`src/rtl/spi_slave_responder.sv`:
```
// spi_slave_responder: SPI mode-0 slave responder, oversampled in clk; MSB-first,
// or LSB-first when SPI_LSB_FIRST_EN is defined.
module spi_slave_responder #(
    parameter int               WIDTH        = 8,
    parameter logic [WIDTH-1:0] DEFAULT_WORD = {WIDTH{1'b1}},
    parameter int               SYNC_STAGES  = 2
) (
    input  logic             clk,
    input  logic             rst,
    input  logic             sclk,
    input  logic             cs_n,
    input  logic             mosi,
    output logic             miso_out,
    output logic             miso_oe,
    input  logic [WIDTH-1:0] tx_data,
    input  logic             tx_valid,
    output logic             tx_ready,
    output logic [WIDTH-1:0] rx_data,
    output logic             rx_valid,
    output logic             tx_underrun,
    output logic             busy
);
`ifdef SPI_LSB_FIRST_EN
    localparam bit LSB_FIRST = 1'b1;
`else
    localparam bit LSB_FIRST = 1'b0;
`endif
    localparam int CW = $clog2(WIDTH);

    typedef enum logic {IDLE, ACTIVE} state_t;

    state_t                 state;
    logic [SYNC_STAGES-1:0] sclk_sync, cs_sync, mosi_sync;
    logic                   sclk_d, cs_d;
    logic [WIDTH-1:0]       hold, tx_sr, rx_sr, ld_word, ld_rest, sr_rest, rx_next;
    logic                   hold_full, ld_bit, sr_bit;
    logic [CW-1:0]          cnt;
    logic                   sclk_s, cs_s, mosi_s;
    logic                   sclk_rise, sclk_fall, cs_fall, cs_rise;
    logic                   accept, load, shift;

    assign sclk_s    = sclk_sync[SYNC_STAGES-1];
    assign cs_s      = cs_sync[SYNC_STAGES-1];
    assign mosi_s    = mosi_sync[SYNC_STAGES-1];
    assign sclk_rise = sclk_s & ~sclk_d;
    assign sclk_fall = ~sclk_s & sclk_d;
    assign cs_fall   = ~cs_s & cs_d;
    assign cs_rise   = cs_s & ~cs_d;
    assign tx_ready  = ~hold_full;
    assign accept    = tx_valid & ~hold_full;

    // cs_n rising has priority over any sclk edge seen in the same cycle
    always_comb begin
        load    = (state == IDLE) ? cs_fall : (!cs_rise && sclk_fall && cnt == '0);
        shift   = (state == ACTIVE) && !cs_rise && sclk_fall && cnt != '0;
        ld_word = hold_full ? hold : DEFAULT_WORD;
        ld_bit  = LSB_FIRST ? ld_word[0] : ld_word[WIDTH-1];
        ld_rest = LSB_FIRST ? ld_word >> 1 : ld_word << 1;
        sr_bit  = LSB_FIRST ? tx_sr[0] : tx_sr[WIDTH-1];
        sr_rest = LSB_FIRST ? tx_sr >> 1 : tx_sr << 1;
        rx_next = LSB_FIRST ? {mosi_s, rx_sr[WIDTH-1:1]} : {rx_sr[WIDTH-2:0], mosi_s};
    end

    always_ff @(posedge clk or negedge rst) begin
        if (!rst) begin
            sclk_sync <= '0;
            cs_sync   <= '1;
            mosi_sync <= '0;
            sclk_d    <= 1'b0;
            cs_d      <= 1'b1;
        end else begin
            sclk_sync <= {sclk_sync[SYNC_STAGES-2:0], sclk};
            cs_sync   <= {cs_sync[SYNC_STAGES-2:0], cs_n};
            mosi_sync <= {mosi_sync[SYNC_STAGES-2:0], mosi};
            sclk_d    <= sclk_s;
            cs_d      <= cs_s;
        end
    end

    always_ff @(posedge clk or negedge rst) begin
        if (!rst) begin
            state       <= IDLE;
            hold        <= '0;
            hold_full   <= 1'b0;
            tx_sr       <= '0;
            rx_sr       <= '0;
            cnt         <= '0;
            miso_out    <= 1'b0;
            miso_oe     <= 1'b0;
            rx_data     <= '0;
            rx_valid    <= 1'b0;
            tx_underrun <= 1'b0;
            busy        <= 1'b0;
        end else begin
            rx_valid    <= 1'b0;
            tx_underrun <= 1'b0;
            // a load drains the holding register; a same-cycle accept refills it
            if (load) begin
                hold_full   <= 1'b0;
                tx_underrun <= ~hold_full;
                miso_out    <= ld_bit;
                tx_sr       <= ld_rest;
            end else if (shift) begin
                miso_out <= sr_bit;
                tx_sr    <= sr_rest;
            end
            if (accept) begin
                hold      <= tx_data;
                hold_full <= 1'b1;
            end
            if (state == IDLE) begin
                if (cs_fall) begin
                    state   <= ACTIVE;
                    miso_oe <= 1'b1;
                    busy    <= 1'b1;
                    cnt     <= '0;
                end
            end else if (cs_rise) begin
                state   <= IDLE;
                miso_oe <= 1'b0;
                busy    <= 1'b0;
                cnt     <= '0;
            end else if (sclk_rise) begin
                rx_sr <= rx_next;
                if (cnt == CW'(WIDTH - 1)) begin
                    cnt      <= '0;
                    rx_data  <= rx_next;
                    rx_valid <= 1'b1;
                end else begin
                    cnt <= cnt + 1'b1;
                end
            end
        end
    end
endmodule

```
`config.mk`:
```
export PLATFORM = sky130hd
export DESIGN_NAME = spi_slave_responder
export DESIGN_NICKNAME = d
export VERILOG_FILES = /design/src/rtl/spi_slave_responder.sv
export SDC_FILE = /design/constraint.sdc
export NUM_CORES = 1
export LEC_CHECK = 0
export ABC_AREA = 1
export CAP_MARGIN = 20
export CORE_ASPECT_RATIO = 0.6
export CORE_MARGIN = 5
export CORE_UTILIZATION = 48
export CTS_CLUSTER_SIZE = 20
export DETAILED_ROUTE_END_ITERATION = 8
export HOLD_SLACK_MARGIN = 0.1
export PLACE_DENSITY = 0.82
export SETUP_SLACK_MARGIN = 0.3
export SYNTH_ARGS = -nofsm -noshare
export SYNTH_HDL_FRONTEND = slang
export SYNTH_SLANG_ARGS = --single-unit
```
`constraint.sdc`:
```
create_clock -name clk -period 1.3 [get_ports clk]
set_clock_uncertainty 0.1 [all_clocks]
set_input_delay 0.13 -clock clk [delete_from_list [all_inputs] [get_ports clk]]
set_output_delay 0.13 -clock clk [all_outputs]
set_load 0.01 [all_outputs]
```
Yosys cells after proc, flatten, opt, wreduce, memory -nomap -nowiden
Index checks and enable logic that the tools add are counted.
{"block": "op_classes", "addsub": 1, "eq_ne": 3, "muxes": 24, "bitwise_logic": 11, "n_reduce_logical": 15}
{"operator": "$mux W8", "n": 3}
{"operator": "$mux W1", "n": 16}
{"operator": "$mux W3", "n": 5}
{"operator": "$not A1 Y1", "n": 6}
{"operator": "$reduce_bool A2 Y1", "n": 3}
{"operator": "$and A1 B1 Y1", "n": 5}
{"operator": "$logic_and A1 B1 Y1", "n": 5}
{"operator": "$reduce_and A2 Y1", "n": 2}
{"operator": "$reduce_and A4 Y1", "n": 1}
{"operator": "$add A3 B1 Y3 const B", "n": 1}
{"operator": "$eq A3 B3 Y1 const B", "n": 1}
{"operator": "$logic_not A3 Y1", "n": 1}
{"operator": "$ne A3 B1 Y1 const B", "n": 1}
{"operator": "$reduce_and A3 Y1", "n": 1}
{"operator": "$reduce_bool A3 Y1", "n": 1}
{"operator": "$ne A2 B1 Y1 const B", "n": 1}
{"operator": "$logic_not A1 Y1", "n": 1}
{"block": "word_totals", "register_bits": 48, "input_bits": 14, "out_inout_bits": 14, "word_cells": 70}

Depth between registers and ports, before layout
{"block": "depth", "word_depth": 8, "ltp_mapped": 9, "depth_no_buf": 9}

Worst setup path before layout
Ideal clock, no wire load.
{"block": "synth_timing", "kind": "register to register", "from": "register cs_sync[1]", "to": "register tx_sr[1]", "setup_time_ns": 0.135, "arrival_ns": 1.192, "required_ns": 1.065, "path_slack_ns": -0.127, "path_stages_with_launch": 8, "path_buffers": 0, "period_less_slack_ns": 1.427, "path_cell_list": "dfstp_2 inv_1 nor2_2 nor2_1 nand2_2 nand2_2 o21ai_0 o21ai_0"}
{"block": "synth_via", "elab_chain_len": 6, "word_cells_on_any_way": 12, "cone_classes": "mux: 2; bitwise: 3; reduce/logical: 7"}
{"element": "from (decl)", "line": "33", "text": "logic [SYNC_STAGES-1:0] sclk_sync, cs_sync, mosi_sync;"}
{"element": "from (signal assigned)", "line": "73", "text": "cs_sync <= {cs_sync[SYNC_STAGES-2:0], cs_n};"}
{"element": "$and A1 B1 Y1", "line": "48", "text": "assign cs_rise = cs_s & ~cs_d;"}
{"element": "$logic_not A1 Y1", "line": "54, 55"}
{"element": "$logic_and A1 B1 Y1 (on tied branches) (2 in series)", "line": "54, 55"}
{"element": "$mux W1 / $logic_and A1 B1 Y1 (equally long branches)", "line": "54, 55"}
{"element": "$mux W8 / $reduce_bool A2 Y1 (equally long branches)"}
{"element": "to (signal assigned)", "line": "102", "text": "tx_sr <= ld_rest;"}
{"element": "to (signal assigned)", "line": "105", "text": "tx_sr <= sr_rest;"}
{"element": "to (decl)", "line": "35", "text": "logic [WIDTH-1:0] hold, tx_sr, rx_sr, ld_word, ld_rest, sr_rest, rx_next;"}
Several ways; a longest one is shown, not always the timed one.
A chain may end at the register's enable or synchronous reset.

Worst setup path after layout
{"block": "layout_timing", "from": "register cs_d", "to": "register rx_data[3]"}
{"block": "layout_via", "elab_chain_len": 4}
{"element": "from (decl)", "line": "34", "text": "logic sclk_d, cs_d;"}
{"element": "from (signal assigned)", "line": "76", "text": "cs_d <= cs_s;"}
{"element": "$not A1 Y1", "line": "48"}
{"element": "$and A1 B1 Y1", "line": "48"}
{"element": "$not A1 Y1 (no line)"}
{"element": "$reduce_and A4 Y1 (no line)"}
{"element": "to (signal assigned)", "line": "127", "text": "rx_data <= rx_next;"}
{"element": "to (decl)", "line": "18", "text": "output logic [WIDTH-1:0] rx_data,"}
Every way passes these cells.

==> summary.txt <==
Layout
  • Syn-to-layout area delta: 56.9%
  • Ant diodes: 0
  • Share of cells above drive strength 1: 54.9%
  • NumNets Final: 291
  • Final non-filler cell total: 322
  • Finished Core Util: 80.7%

Synthesis
  • Mux contribution to synthesized area: 4.62%
  • Post-Syn Area: 1950 um2
  • Top-area cell type share of the netlist area: 56.5%
  • XOR/XNOR share of the synthesized area: 0%
  • Yosys reg bits: 47
  • Number of synthesized flops with an enable pin: 0
  • Cell count after synthesis: 196
  • Largest area contributor in the netlist: dfrtp_1
  • Syn_area_per_cell: 9.94 um2
  • Main synth FF type: dfrtp_1
  • Top cells by area, synth: dfrtp_1 (57%), nand2_1 (8.9%), mux2_2 (4.6%), nand3_1 (4.4%), inv_1 (4.2%)
  • YS warnings: 0
  • Adder-Cell Fraction of Synth Area: 1.93%
  • Synth Area in Compound Gates: 6.68%
  • Ys async rst share: 100%
  • Sequential share of the synthesized area: 60.6%
  • Post-synth cell types: 24
  • Dominant cell by count in the synthesized netlist: nand2_1
  • Largest family of logic cells by synthesized area: simple AND/OR/NAND/NOR gates
  • Most instantiated cells after synthesis: nand2_1 (46), dfrtp_1 (44), inv_1 (22)
  • Post-Synth Simple-Gate Area: 19.7%
  • Syn_nets: 213

Clock tree
  • TritonCTS Buffers: 5
  • Root Driver: clkbuf_8
  • Clk slew on worst S/H paths: 0.08 ns
  • CTS max path bufs: 2
  • CTS H-tree depth: 2
  • Clk_lat worst skew: 0.31 ns
  • Clock Sinks: 47
  • CTS tree: done

Floorplan
  • Rows: 17
  • IO Pins: 28
  • Die ar.: 5470 um2
  • Die Y-Extent: 59.3 um
  • Core area: 3790 um2
  • Initial Utilization: 51.5%
  • Chip width: 92.2 um

Timing
  • Post-layout minimum cycle time: 1.61 ns
  • Worst Slack Setup Final: -0.305 ns
  • Fmax: 623 MHz
  • Setup Viol. Count Final: 30
  • Fin crit share: 123%
  • Max_slew headroom: 76.6%
  • Final Max Slew Viols: 0
  • RSZ-0062 raised after global routing: true
  • Final Hold Viols: 0
  • Worst Tran Pin Value: 0.349 ns

Run
  • Max Cap Violations: 0

Routing
  • Final WL: 6.78 mm
  • Initial DRT Pass Iterations: 5
  • DRC: 0
  • Drt wl/cell: 21.0 um
  • DRT iter0 DRCs: 284
  • Vias per cell: 5.74
  • DRT antenna net count: 0
  • Via count: 1847

Critical path
  • CP arrival: 1.72 ns
  • Data required, critical path: 1.41 ns
  • Critical Path Start: cs_d
  • Crit end category: flop
  • CP Class: reg2reg
  • Kind of start point of the critical path: flop
  • Worst r2r src: cs_d
  • R2r worst-path depth: 6
  • CP Max Fanout: 8

Placement
  • Port Buffer Count: 27
  • Final GP Congestion: 0.900
  • DP Cell Count: 278
  • Hpwl dp: 2.78 mm

Hold path
  • Hold Startpoint: cs_n
  • Worst Hold Depth: 1
  • Min-delay worst type: in2reg

Outcome
  • Outcome: finished, violations left
  • Failing checks: setup timing

Power and ir drop
  • P_leak: 1.55 nW
  • Worst VDD drop: 1.05 mV
  • Power density cells: 1680 nW/um2

Global routing
  • GR Util All Layers: 20.9%
  • Vias in the first global route: 1762
  • GRT overflow: 0
  • First-pass GRT wire length: 8.58 mm
  • Initial antenna violation count: 0
  • Pin count of the biggest net entering global routing: 23
[critical path, stage by stage, from the launching register on]
cell and delay, ns:
dfstp_2 0.59, nor2_4 0.06, nor2_4 0.13, nand2_4 0.12, nor2_8 0.22, nor2_2 0.07
a21oi_1 0.20
[cells by family after synthesis]
group	count (synthesis)
simple gates	85
fa+ha+maj	3
compound gates	24
mux	8
buf+inv	29
flops	47
[flip-flops by register name, indices dropped and copies added, names as in the netlist, 2 cells and up]
name / count
cnt: 3
cs_sync: 2
hold: 8
mosi_sync: 2
rx_data: 8
rx_sr: 7
sclk_sync: 2
tx_sr: 7
[routing by layer]
layer  up-vias  wire, um  part of all wire, %  GRT usage [%]
met5         -         0                    0              0
met4         0       192                  2.8           8.03
met3        22       721                   11           6.47
met2       145      3110                   46           35.2
met1       897      2750                   41           25.6
li1        783         -                    -              -
[area by class of cell]
class	count	area [um2]
multi-input combinational	124	995
inverter	24	97.6
fill	186	729
timing repair buffer	72	634
clock inverter	1	5.00
clock buffer	7	86.3
tap	47	58.8
sequential	47	1180
[where the power goes]
| group | internal [mW] | leakage [nW] | total [mW] | switching (mW) |
|---|---|---|---|---|
| Combinational | 0.994 | 0.912 | 2.04 | 1.04 |
| Sequential | 1.84 | 0.591 | 2.17 | 0.333 |
| Clock | 0.430 | 0.0482 | 0.938 | 0.508 |
[repair_timing]
item	4_1_cts	5_1_grt
pin swaps	19	19
endpoints found under the hold margin	40	0
cloned	4	1
gates resized for setup	101	51
buffers inserted	18	12
setup endpoints to repair	53	80
hold buffers	1	0
[metrics by stage]
stage / worst slack, ns / TNS (ns) / area [um2] / total power, mW / hold slack, ns
detailed placement: -0.198 / -3.38 / 2400 / 3.30 / 0.0309
global route: -0.381 / -7.28 / 3060 / 5.37 / 0.133
global placement: -0.161 / -2.47 / 2400 / 3.25 / 0.0227
floorplan: -0.0679 / -1.06 / 2010 / 2.84 / -0.266
finish: -0.305 / -5.81 / 3060 / 5.15 / 0.128
CTS: -0.154 / -2.69 / 2760 / 4.47 / 0.132
[layout by cell type (no fill, tap or decap), types with 6 or more instances in the layout]
cell type / synthesis / final
o21ai_1: 1 / 7
inv_1: 22 / 17
nor2_2: 3 / 7
buf_2: 2 / 12
buf_6: 0 / 11
clkbuf_8: 0 / 6
o21ai_2: 1 / 6
nor2_1: 14 / 8
nand3_1: 17 / 6
nand2_1: 46 / 22
mux2_4: 0 / 8
nand2_2: 2 / 19
clkdlybuf4s50_1: 0 / 12
nand3_2: 0 / 9
buf_4: 1 / 31
nand2_4: 1 / 10
dfrtp_1: 44 / 44
[final timing paths]
check                                to  slack [ns]
setup / recovery             rx_data[3]       -0.31
hold / removal               cs_sync[0]        0.13
setup reg to reg             rx_data[3]       -0.31
hold reg to reg            sclk_sync[1]        0.26
max in group asynchronous      miso_out        0.52
min in group asynchronous       hold[5]        0.17
Note: power is estimated with default switching activity, not from simulation.
